### src/rtl/hilo_ctrl.sv
// HI/LO special-register sequencer: accepts mul/div/move ops from decode, drives the
// external multiply/divide unit, then writes HI/LO while stalling dependent decode.
module hilo_ctrl #(
    parameter int unsigned TIMEOUT = 64
) (
    input  logic        clk,
    input  logic        rst,
    input  logic        op_valid,
    input  logic [2:0]  op,
    input  logic [31:0] rs_val,
    input  logic [31:0] rt_val,
    input  logic        mf_req,
    output logic        stall,
    output logic        md_start,
    output logic        md_signed,
    output logic        md_is_div,
    output logic [31:0] md_a,
    output logic [31:0] md_b,
    input  logic        md_done,
    input  logic [31:0] md_hi,
    input  logic [31:0] md_lo,
    output logic        hi_ena,
    output logic        lo_ena,
    output logic [31:0] hi_wdata,
    output logic [31:0] lo_wdata,
    output logic        busy,
    output logic        err
);

    typedef enum logic [1:0] {
        S_IDLE,
        S_WAIT,
        S_WRITE
    } state_t;

    localparam logic [2:0] OP_MULT  = 3'd1;
    localparam logic [2:0] OP_MULTU = 3'd2;
    localparam logic [2:0] OP_DIV   = 3'd3;
    localparam logic [2:0] OP_DIVU  = 3'd4;
    localparam logic [2:0] OP_MTHI  = 3'd5;
    localparam logic [2:0] OP_MTLO  = 3'd6;

    localparam logic [7:0] TMO      = 8'(TIMEOUT);
    localparam logic [7:0] TMO_LAST = 8'(TIMEOUT - 1);

    state_t      state_q, state_d;
    logic [7:0]  cnt_q, cnt_d;
    logic        md_start_q, md_start_d;
    logic        md_signed_q, md_signed_d;
    logic        md_is_div_q, md_is_div_d;
    logic [31:0] md_a_q, md_a_d;
    logic [31:0] md_b_q, md_b_d;
    logic        hi_ena_q, hi_ena_d;
    logic        lo_ena_q, lo_ena_d;
    logic [31:0] hi_wdata_q, hi_wdata_d;
    logic [31:0] lo_wdata_q, lo_wdata_d;
    logic        err_q, err_d;

    always_ff @(posedge clk or negedge rst) begin
        if (!rst) begin
            state_q     <= S_IDLE;
            cnt_q       <= '0;
            md_start_q  <= 1'b0;
            md_signed_q <= 1'b0;
            md_is_div_q <= 1'b0;
            md_a_q      <= '0;
            md_b_q      <= '0;
            hi_ena_q    <= 1'b0;
            lo_ena_q    <= 1'b0;
            hi_wdata_q  <= '0;
            lo_wdata_q  <= '0;
            err_q       <= 1'b0;
        end else begin
            state_q     <= state_d;
            cnt_q       <= cnt_d;
            md_start_q  <= md_start_d;
            md_signed_q <= md_signed_d;
            md_is_div_q <= md_is_div_d;
            md_a_q      <= md_a_d;
            md_b_q      <= md_b_d;
            hi_ena_q    <= hi_ena_d;
            lo_ena_q    <= lo_ena_d;
            hi_wdata_q  <= hi_wdata_d;
            lo_wdata_q  <= lo_wdata_d;
            err_q       <= err_d;
        end
    end

    always_comb begin
        state_d     = state_q;
        cnt_d       = cnt_q;
        md_start_d  = 1'b0;
        md_signed_d = md_signed_q;
        md_is_div_d = md_is_div_q;
        md_a_d      = md_a_q;
        md_b_d      = md_b_q;
        hi_ena_d    = 1'b0;
        lo_ena_d    = 1'b0;
        hi_wdata_d  = hi_wdata_q;
        lo_wdata_d  = lo_wdata_q;
        err_d       = 1'b0;

        unique case (state_q)
            S_IDLE: begin
                if (op_valid) begin
                    case (op)
                        OP_MULT, OP_MULTU: begin
                            state_d     = S_WAIT;
                            cnt_d       = '0;
                            md_start_d  = 1'b1;
                            md_signed_d = (op == OP_MULT);
                            md_is_div_d = 1'b0;
                            md_a_d      = rs_val;
                            md_b_d      = rt_val;
                        end
                        OP_DIV, OP_DIVU: begin
                            // Zero divisor never reaches the unit; it only raises err.
                            if (rt_val == '0) begin
                                err_d = 1'b1;
                            end else begin
                                state_d     = S_WAIT;
                                cnt_d       = '0;
                                md_start_d  = 1'b1;
                                md_signed_d = (op == OP_DIV);
                                md_is_div_d = 1'b1;
                                md_a_d      = rs_val;
                                md_b_d      = rt_val;
                            end
                        end
                        OP_MTHI: begin
                            state_d    = S_WRITE;
                            hi_ena_d   = 1'b1;
                            hi_wdata_d = rs_val;
                        end
                        OP_MTLO: begin
                            state_d    = S_WRITE;
                            lo_ena_d   = 1'b1;
                            lo_wdata_d = rs_val;
                        end
                        default: ;
                    endcase
                end
            end
            S_WAIT: begin
                // md_start_q marks the first WAIT cycle, where md_done is not trusted.
                if (!md_start_q && md_done) begin
                    state_d    = S_WRITE;
                    hi_ena_d   = 1'b1;
                    lo_ena_d   = 1'b1;
                    hi_wdata_d = md_hi;
                    lo_wdata_d = md_lo;
                end else if (cnt_q >= TMO_LAST) begin
                    state_d = S_IDLE;
                    cnt_d   = TMO;
                    err_d   = 1'b1;
                end else begin
                    cnt_d = cnt_q + 8'd1;
                end
            end
            S_WRITE: begin
                state_d = S_IDLE;
            end
            default: begin
                state_d = S_IDLE;
            end
        endcase
    end

    assign busy      = (state_q != S_IDLE);
    assign stall     = busy & (op_valid | mf_req);
    assign md_start  = md_start_q;
    assign md_signed = md_signed_q;
    assign md_is_div = md_is_div_q;
    assign md_a      = md_a_q;
    assign md_b      = md_b_q;
    assign hi_ena    = hi_ena_q;
    assign lo_ena    = lo_ena_q;
    assign hi_wdata  = hi_wdata_q;
    assign lo_wdata  = lo_wdata_q;
    assign err       = err_q;

endmodule

### config.mk
export PLATFORM = sky130hd
export DESIGN_NAME = hilo_ctrl
export DESIGN_NICKNAME = d
export VERILOG_FILES = /design/src/rtl/hilo_ctrl.sv
export SDC_FILE = /design/constraint.sdc
export NUM_CORES = 1
export LEC_CHECK = 0
export ABC_AREA = 0
export ABC_CLOCK_PERIOD_IN_PS = 1900
export BUFFER_PORTS_ARGS = -buffer_cell sky130_fd_sc_hd__buf_4
export CAP_MARGIN = 40
export CELL_PAD_IN_SITES_DETAIL_PLACEMENT = 1
export CELL_PAD_IN_SITES_GLOBAL_PLACEMENT = 1
export CORE_MARGIN = 2
export CORE_UTILIZATION = 30
export DETAILED_ROUTE_END_ITERATION = 6
export PLACE_DENSITY = 0.75
export SLEW_MARGIN = 15
export SYNTH_ARGS = -nofsm -noshare
export SYNTH_HDL_FRONTEND = slang
export SYNTH_SLANG_ARGS = --single-unit
### constraint.sdc
create_clock -name clk -period 1.9 [get_ports clk]
set_input_delay 0 -clock clk [delete_from_list [all_inputs] [get_ports clk]]
set_output_delay 0 -clock clk [all_outputs]
set_load 0.01 [all_outputs]
==> impl_metrics.yaml, run 1 <==
outcome:
  outcome: "finished clean"
worst_setup_path:
  end_kind: "register"
  cp_max_fo: 5
  criticalPathCategory: "in -> reg"
  worst_ep_required_time_ns: 2.19
  arrival_ns: 2.16
  critPathLaunchType: "input pin"
  reg2reg_from: "state_q[1]"
  critPathLaunch: "rt_val[13]"
drt:
  vias: 6877
  wirelength_mm: 27.65
  wl_per_cell_um: 20.76
  route.detailed.drc: 0
  vias_per_cell: 5.163
  drt-initial-drc-count: 346
  drt.antenna.violating_nets: 0
  drtPass1Iterations: 4
logic_synthesis:
  ys_top_cells_by_count: "144 x dfrtp_1, 74 x nand2_1, 71 x a21oi_1, 69 x o21ai_0, 37 x clkbuf_1"
  synth_top_family_by_area: "compound AO/OA/AOI/OAI gates"
  synth-adder-area-share_pct: 0.1925
  synthXorXnorAreaFrac_pct: 0.1347
  async_flop_share_pct: 100.0
  ys_ff_latch: 144
  yosysTopAreaCell: "dfrtp_1"
  netlist.area_leader.share_pct: 55.44
  synth-compound-area-share_pct: 26.01
  avgSynthCellArea_um2: 10.14
  synth_area_um2: 6500
  synth.area.mux_share_pct: 0
  syn_nets: 778
  ys.flop_type: "dfrtp_1"
  synthTopCellsByArea: "dfrtp_1 55%, a21oi_1 5.5%, o21ai_0 5.3%, a221o_1 4.9%, a22o_1 4.3%"
  synth.distinct_cells: 36
  synth_edf_count: 0
  syn_inst: 641
  synth_warnings: 0
  seq_area_frac_synth_pct: 55.44
  yosysMostFrequentCell: "dfrtp_1"
  synthSimpleGateAreaFrac_pct: 14.42
power:
  power_density_nw_per_um2: 1488
  max-vdd-ir-drop_v: 0.0006798
  leakage_nw: 5.425
placed_design:
  dpl.cell_count: 1169
  portBuffers: 271
  gp_congestion: 0.7903
  placed_area_um2: 9075
  post-dp-hpwl_mm: 16.75
  pre_cts_ws_ns: -0.1603
sta:
  slew_viol_final: 0
  worst_slack_ns: 0.03492
  rsz0062_at_grt: "false"
  finalHoldViolations: 0
  max_slew_margin_pct: 66.50
  tightest_slew_ns: 0.4979
  setup_viol: 0
  finalCriticalPeriod_ns: 1.865
  whs_ns: 0.05753
  finalCritPeriodShare_pct: 98.16
  fmax_mhz: 536.2
  skew_ns: 0.01078
global_route:
  grt_pass1_wl_mm: 41.19
  grt_pass1_vias: 7358
  grt_usage_pct: 23.35
  grt_overflow_total: 0
  grt_start_max_net_pins: 66
  antenna_found_initial: 0
clock_network:
  cts_tree: "yes"
  root_buffer: "clkbuf_16"
  clk_latency_ns: 0.42
  htreeDepth: 4
  clockBufferDepth: 2
  clkTransAtPathRegs_ns: 0.06
  clkSinkCount: 144
  cts_buffers: 17
  postCtsSetupBuffers: 0
layout:
  seq_area_um2: 3603
  fin_util_pct: 52.66
  multi_input_area_um2: 2788
  syn2layout_area_growth_pct: 71.38
  antenna_cells: 0
  stdcell_count: 1332
  n_fill_cell: 2278
  nets: 1181
  stdcell_area_um2: 11140
  drive_gt1_share_pct: 33.59
die:
  fp.dieW_um: 151.2
  io-pin-count: 272
  die_area_um2: 22860
  fp.dieH_um: 151.2
  initial_core_util_pct: 30.73
  fp-row-count: 53
  core_area_um2: 21150
hold_path:
  worstHoldStart: "op[1]"
  hold_class: "in -> reg"
flow_run:
  cap_viol_max_count: 0
where the power goes:
group	total, mW	internal, mW	switching, mW
clock network	3.47	2.03	1.44
logic	7.71	3.82	3.89
registers	5.40	4.43	0.965
total	16.6	10.3	6.29
through the flow:
stage          power, mW  TNS (ns)
6_report           16.57         0
3_3_place_gp       12.47    -7.301
2_1_floorplan      8.780         0
4_1_cts            16.44         0
3_5_place_dp       12.69    -5.177
5_1_grt            17.63         0
worst paths after layout:
check                                     to  slack [ns]  cells after the start
worst min register to register  lo_wdata[20]        0.48                      2
max in group asynchronous        hi_wdata[2]        1.18                      3
worst min-delay path               md_signed        0.06                      3
min in group asynchronous       hi_wdata[28]        0.09                      2
worst max-delay path                md_a[22]        0.03                      7
worst max register to register  lo_wdata[28]        0.12                      6
cell usage in the layout (no fill, tap or decap), types with 3 or more instances in the layout:
cell type / netlist / final
buf_4: 3 / 283
dfrtp_1: 144 / 144
dlygate4sd3_1: 0 / 127
nand2_1: 74 / 71
a21oi_1: 71 / 70
o21ai_0: 69 / 69
a21o_1: 36 / 36
and2_1: 36 / 34
and3_1: 34 / 33
a221o_1: 32 / 32
a22o_1: 32 / 32
clkbuf_16: 0 / 20
nor2_1: 17 / 13
buf_12: 0 / 10
inv_1: 8 / 8
nor4_1: 8 / 5
nand3_1: 4 / 4
clkinvlp_4: 0 / 4
inv_6: 0 / 4
dlymetal6s4s_1: 0 / 4
nor2_2: 0 / 3
nor4_4: 0 / 3
nand2_2: 0 / 3
nor3_1: 3 / 3
o21ba_1: 3 / 3
clkinv_4: 0 / 3
buf_6: 3 / 3
final cells by class:
class	instances	area share, %
clock inverter	13	1.359
inverter	8	0.2696
sequential	144	32.35
multi-input combinational	442	25.03
timing repair buffer	431	33.84
clock buffer	19	4.066
tap	275	3.089
flip-flops by register name (all words and copies together), names as in the netlist:
register / flops
md_is_div: 1
hi_wdata: 32
state_q: 2
hi_ena: 1
lo_wdata: 32
err: 1
md_b: 32
md_start: 1
md_a: 32
cnt_q: 8
lo_ena: 1
md_signed: 1
logic make-up after synthesis:
| family | Yosys count |
|---|---|
| flops | 144 |
| buf+inv | 56 |
| simple gates | 186 |
| xor+xnor | 1 |
| fa+ha+maj | 1 |
| compound gates | 253 |
timing repair:
item | CTS | global route
hold buffers | 131 | 0
gates resized for setup | 0 | 23
endpoints found under the hold margin | 274 | 0
setup endpoints to repair | 0 | 75
worst max-delay path: stages:
cell and delay, ns:
dlygate4sd3_1 0.59, nor4_4 0.16, nand2_2 0.13, or4_4 0.65
buf_12 0.19, and3_4 0.16, a221o_1 0.27
per-layer routing:
metal	global-route usage, %	vias up	routed length [um]
met5	0	-	0
met4	9.299	0	1020
met3	4.127	66	1145
met2	40.00	245	13910
met1	29.20	3423	11570
li1	-	3143	-
No activity file was read; power rests on OpenSTA's default activity.
==> inputs of run 2 (changes only) <==
Settings changed: ABC_CLOCK_PERIOD_IN_PS 1900 to 1550.
Clock period 1.9 ns to 1.55 ns, I/O delays scaled along.
==> impl_metrics.yaml, run 2 (synthesis results as in run 1) <==
layout:
  nets: 1228
  antenna_cells: 0
  final_cell_mix: "311 x buf_4, 143 x dfrtp_1, 132 x dlygate4sd3_1"
  syn2layout_area_growth_pct: 87.26
  drive_gt1_share_pct: 44.75
  final_common_cell: "buf_4"
  fin_util_pct: 57.54
power:
  power_density_nw_per_um2: 1883
  max-vdd-ir-drop_v: 0.0009266
  finalPower_mw: 22.92
  leakage_nw: 5.766
die:
  fp.dieH_um: 151.2
  fp.dieW_um: 151.2
  die_area_um2: 22860
  io-pin-count: 272
  fp-row-count: 53
  initial_core_util_pct: 30.73
  core_area_um2: 21150
sta:
  rsz0062_at_grt: "true"
  finalHoldViolations: 0
  slew_viol_final: 0
  fin_setup_tns_ns: -2.262
  tightest_slew_ns: 0.5849
  skew_ns: 0.009569
  finalCriticalPeriod_ns: 1.620
  fmax_mhz: 617.3
  worst_slack_ns: -0.07009
  finalCritPeriodShare_pct: 104.5
  max_slew_margin_pct: 60.87
  setup_viol: 79
placed_design:
  portBuffers: 271
  gp_congestion: 0.8207
  post-dp-hpwl_mm: 17.20
worst_setup_path:
  worst_ep_required_time_ns: 1.85
  r2r_cells: 8
  cp.depth: 8
  path_cells: "nor2_4 > and2_4 > buf_12 > a41oi_4 > buf_12 > clkbuf_16 > nand2_1 > o21ai_1"
  reg2reg_from: "state_q[1]"
  crit_buf_inv: 3
  r2r_setup_slack_ns: -0.07
  critPathLaunch: "state_q[1]"
  end_kind: "register"
  criticalPathCategory: "reg -> reg"
  cp_max_fo: 8
  crit_family: "buffers and inverters"
  arrival_ns: 1.92
  critPathSlowestCell: "dfrtp_1"
  critPathLaunchType: "register"
  slowest_delay_ns: 0.42
  critical_path.most_common_cell: "buf_12"
outcome:
  violations: "negative setup slack"
  outcome: "finished with violations"
global_route:
  grt_start_max_net_pins: 85
  grt_overflow_total: 0
  grt_pass1_vias: 8046
  antenna_found_initial: 0
  grt_usage_pct: 27.11
  grt_pass1_wl_mm: 46.66
drt:
  wl_per_cell_um: 23.01
  wirelength_mm: 31.73
  drtPass1Iterations: 4
  vias_per_cell: 5.263
  drt.antenna.violating_nets: 0
  route.detailed.drc: 0
  vias: 7258
  drt-initial-drc-count: 369
clock_network:
  cts_buffers: 17
  clkTransAtPathRegs_ns: 0.07
  clockBufferDepth: 2
  clkSinkCount: 144
  clk_latency_ns: 0.42
  cts_tree: "yes"
  htreeDepth: 4
  root_buffer: "clkbuf_16"
hold_path:
  min_path_cells: 5
  worstHoldStart: "md_done"
  hold_class: "in -> reg"
flow_run:
  cap_viol_max_count: 0
run 2: changes by cell type in the layout (fill, tap and decap cells not counted), sizes merged:
| cell | change |
|---|---|
| buf | +48 |
| dlygate4sd3 | +5 |
| clkbuf | -1 |
| clkinvlp | -2 |
| or4 | -1 |
| clkinv | +1 |
| inv | +1 |
| dlymetal6s4s | -4 |
run 2: per-stage QoR:
stage | area, um^2 | instances | worst slack, ns | hold slack, ns
after floorplan | 6670 | 641 | -0.08662 | -0.2956
after global routing | 12170 | 1379 | -0.1201 | 0.06589
after CTS | 11900 | 1376 | -0.03327 | 0.04742
after detailed placement | 9420 | 1190 | -0.4958 | -0.2097
after global placement | 9420 | 1190 | -0.4625 | -0.2097
final | 12170 | 1379 | -0.07009 | 0.06174
run 2: worst paths after layout:
check | end
min reg2reg | hi_wdata[0]
max in group asynchronous | lo_wdata[28]
min | state_q[1]
max reg2reg | lo_wdata[4]
min in group asynchronous | hi_wdata[27]
max | lo_wdata[4]
run 2: layer usage:
layer	global-route usage [%]	vias to the layer above	share of wire (%)
li1	-	3246	-
met1	31.91	3610	39
met2	47.78	308	51
met3	4.669	94	5.6
met4	13.13	0	4.4
met5	0	-	0
run 2: cell type report:
type | count | area (um^2)
timing repair buffer | 479 | 4392
multi-input combinational | 441 | 3208
clock inverter | 13 | 150.1
fill | 2250 | 8982
sequential | 144 | 3605
tap | 275 | 344.1
clock buffer | 19 | 442.9
inverter | 8 | 30.03
run 2: power breakdown:
part / internal, mW / switching (mW)
logic: 6.12 / 5.77
clock network: 2.45 / 1.78
registers: 5.44 / 1.36
run 2: what timing repair did:
action / in CTS / in global routing
gates resized for setup: 97 / 89
gates cloned: 10 / 2
pin swaps: 20 / 28
endpoints found under the setup margin: 128 / 140
buffers inserted: 14 / 3
hold buffers: 132 / 0
hold endpoints to repair: 274 / 0
run 2: worst reg2reg max path: stages, from the launching register on:
cell	delay, ns
dfrtp_1	0.42
nor2_4	0.15
and2_4	0.20
buf_12	0.11
a41oi_4	0.11
buf_12	0.19
clkbuf_16	0.20
nand2_1	0.07
o21ai_1	0.06
==> inputs of run 3 (changes only) <==
--- a/config.mk
+++ b/config.mk
@@ -20,2 +20,3 @@
 export SYNTH_HDL_FRONTEND = slang
 export SYNTH_SLANG_ARGS = --single-unit
+export TNS_END_PERCENT = 1
==> constraint.sdc (replaced) <==
create_clock -name clk -period 1.55 [get_ports clk]
set_input_delay 0 -clock clk [delete_from_list [all_inputs] [get_ports clk]]
set_output_delay 0 -clock clk [all_outputs]
set_load 0.02 [all_outputs]
==> impl_metrics.yaml, run 3 (synthesis results as in run 1) <==
layout:
  n_fill_cell: 2290
  drive_gt1_share_pct: 39.00
  syn2layout_area_growth_pct: 81.00
  fin_util_pct: 55.62
  final_common_cell: "buf_4"
  seq_area_um2: 3605
  nets: 1219
  final_cell_mix: "308 x buf_4, 143 x dfrtp_1, 129 x dlygate4sd3_1"
  multi_input_area_um2: 2965
  stdcell_count: 1372
worst_setup_path:
  reg2reg_from: "state_q[0]"
  arrival_ns: 1.92
  r2r_cells: 7
  worst_r2r_endpoint: "md_b[12]"
  criticalPathCategory: "reg -> reg"
  worst_ep_required_time_ns: 1.84
  end_kind: "register"
  critPathLaunchType: "register"
  r2r_setup_slack_ns: -0.08
  cp_max_fo: 13
hold_path:
  worstHoldStart: "rt_val[13]"
  hold_class: "in -> reg"
  min_to: "md_b[13]"
  min_path_cells: 4
sta:
  worst_slack_ns: -0.07769
  skew_ns: 0.006684
  finalCritPeriodShare_pct: 105.0
  finalCriticalPeriod_ns: 1.628
  slew_viol_final: 0
  setup_viol: 68
  rsz0062_at_grt: "true"
  tightest_slew_ns: 0.4505
  finalHoldViolations: 0
  fmax_mhz: 614.4
  max_slew_margin_pct: 69.86
drt:
  drt.antenna.violating_nets: 0
  vias_per_cell: 5.208
  wirelength_mm: 29.13
  drt-initial-drc-count: 310
  vias: 7146
  wl_per_cell_um: 21.23
  route.detailed.drc: 0
  drtPass1Iterations: 4
clock_network:
  clockBufferDepth: 2
  clkSinkCount: 144
  clk_latency_ns: 0.42
  root_buffer: "clkbuf_16"
  htreeDepth: 4
  clkTransAtPathRegs_ns: 0.07
  cts_buffers: 17
  cts_tree: "yes"
global_route:
  grt_pass1_wl_mm: 43.16
  grt_pass1_vias: 7740
  grt_usage_pct: 24.69
  antenna_found_initial: 2
  grt_overflow_total: 0
  grt_start_max_net_pins: 52
placed_design:
  dpl.cell_count: 1194
  post-dp-hpwl_mm: 17.41
  gp_congestion: 0.8194
  portBuffers: 271
outcome:
  outcome: "finished with violations"
  violations: "negative setup slack"
power:
  leakage_nw: 5.596
  power_density_nw_per_um2: 1951
  max-vdd-ir-drop_v: 0.0007584
die:
  die_area_um2: 22860
  initial_core_util_pct: 30.73
  fp.dieW_um: 151.2
  core_area_um2: 21150
  fp.dieH_um: 151.2
  io-pin-count: 272
  fp-row-count: 53
flow_run:
  cap_viol_max_count: 0
-- run 3: cell types whose count changed in the layout (fill, tap and decap cells not counted), sizes merged, moves of 2 or more --
| cell | previous run | this run |
|---|---|---|
| buf | 345 | 338 |
| dlygate4sd3 | 132 | 129 |
| inv | 13 | 11 |
| clkinv | 4 | 1 |
| clkbuf | 21 | 24 |
| diode | 0 | 2 |
| clkinvlp | 2 | 4 |
-- run 3: how the worst max path moves through the flow --
| stage | to | slack, ns | start | cells past startpoint |
|---|---|---|---|---|
| CTS | md_a[18] | -0.02 | state_q[0] | 7 |
| finish | md_b[12] | -0.08 | state_q[0] | 7 |
| floorplan | md_a[11] | -0.09 | rt_val[15] | 7 |
| global placement | md_a[25] | -0.53 | rt_val[25] | 8 |
| detailed placement | md_a[28] | -0.48 | rt_val[25] | 8 |
| global route | md_b[12] | -0.14 | state_q[0] | 6 |
-- run 3: worst max-delay path, stage by stage, from the launching register on --
cell	delay [ns]
dfrtp_2	0.45
nor2_4	0.14
nand2_2	0.09
buf_6	0.14
buf_12	0.13
buf_16	0.14
a22o_1	0.22
a21o_1	0.18
-- run 3: report_power, final --
part	switching [mW]	total [mW]	internal, mW
Clock	1.72	4.32	2.60
Sequential	1.22	6.66	5.44
Combinational	6.44	12.0	5.53
Total	9.39	23.0	13.6
-- run 3: layout make-up --
type | count | area share [%]
Timing Repair Buffer | 470 | 35.79
Sequential cell | 144 | 30.64
Multi-Input combinational cell | 441 | 25.20
Clock buffer | 21 | 3.829
Tap cell | 275 | 2.925
Clock inverter | 11 | 1.319
Inverter | 8 | 0.2552
Antenna cell | 2 | 0.04254
-- run 3: repair_timing --
action | CTS | global route
endpoints found under the setup margin | 113 | 138
cloned | 1 | 5
pin swaps | 4 | 53
hold endpoints to repair | 272 | 0
gates resized for setup | 7 | 48
hold buffers | 129 | 0
setup buffers | 3 | 6
-- run 3: layer usage --
metal / vias up / global-route usage, % / part of all wire [%]
met1: 3581 / 29.50 / 40
met5: - / 0 / 0
met4: 0 / 13.18 / 5.0
met2: 260 / 42.51 / 51
met3: 89 / 4.127 / 4.0
li1: 3216 / - / -
-- run 3: metrics by stage --
stage          TNS (ns)  total power, mW  setup WS, ns  hold WS [ns]  area (um^2)
4_1_cts        -0.07226            22.10      -0.01751      0.001379        11480
3_5_place_dp     -34.73            17.25       -0.4794      -0.03909         9489
5_1_grt          -9.816            24.18       -0.1429       0.01859        11770
2_1_floorplan    -6.885            12.08      -0.08662       -0.2956         6646
6_report         -1.553            22.96      -0.07769       0.01874        11770
3_3_place_gp     -38.73            16.93       -0.5335      -0.04242         9489
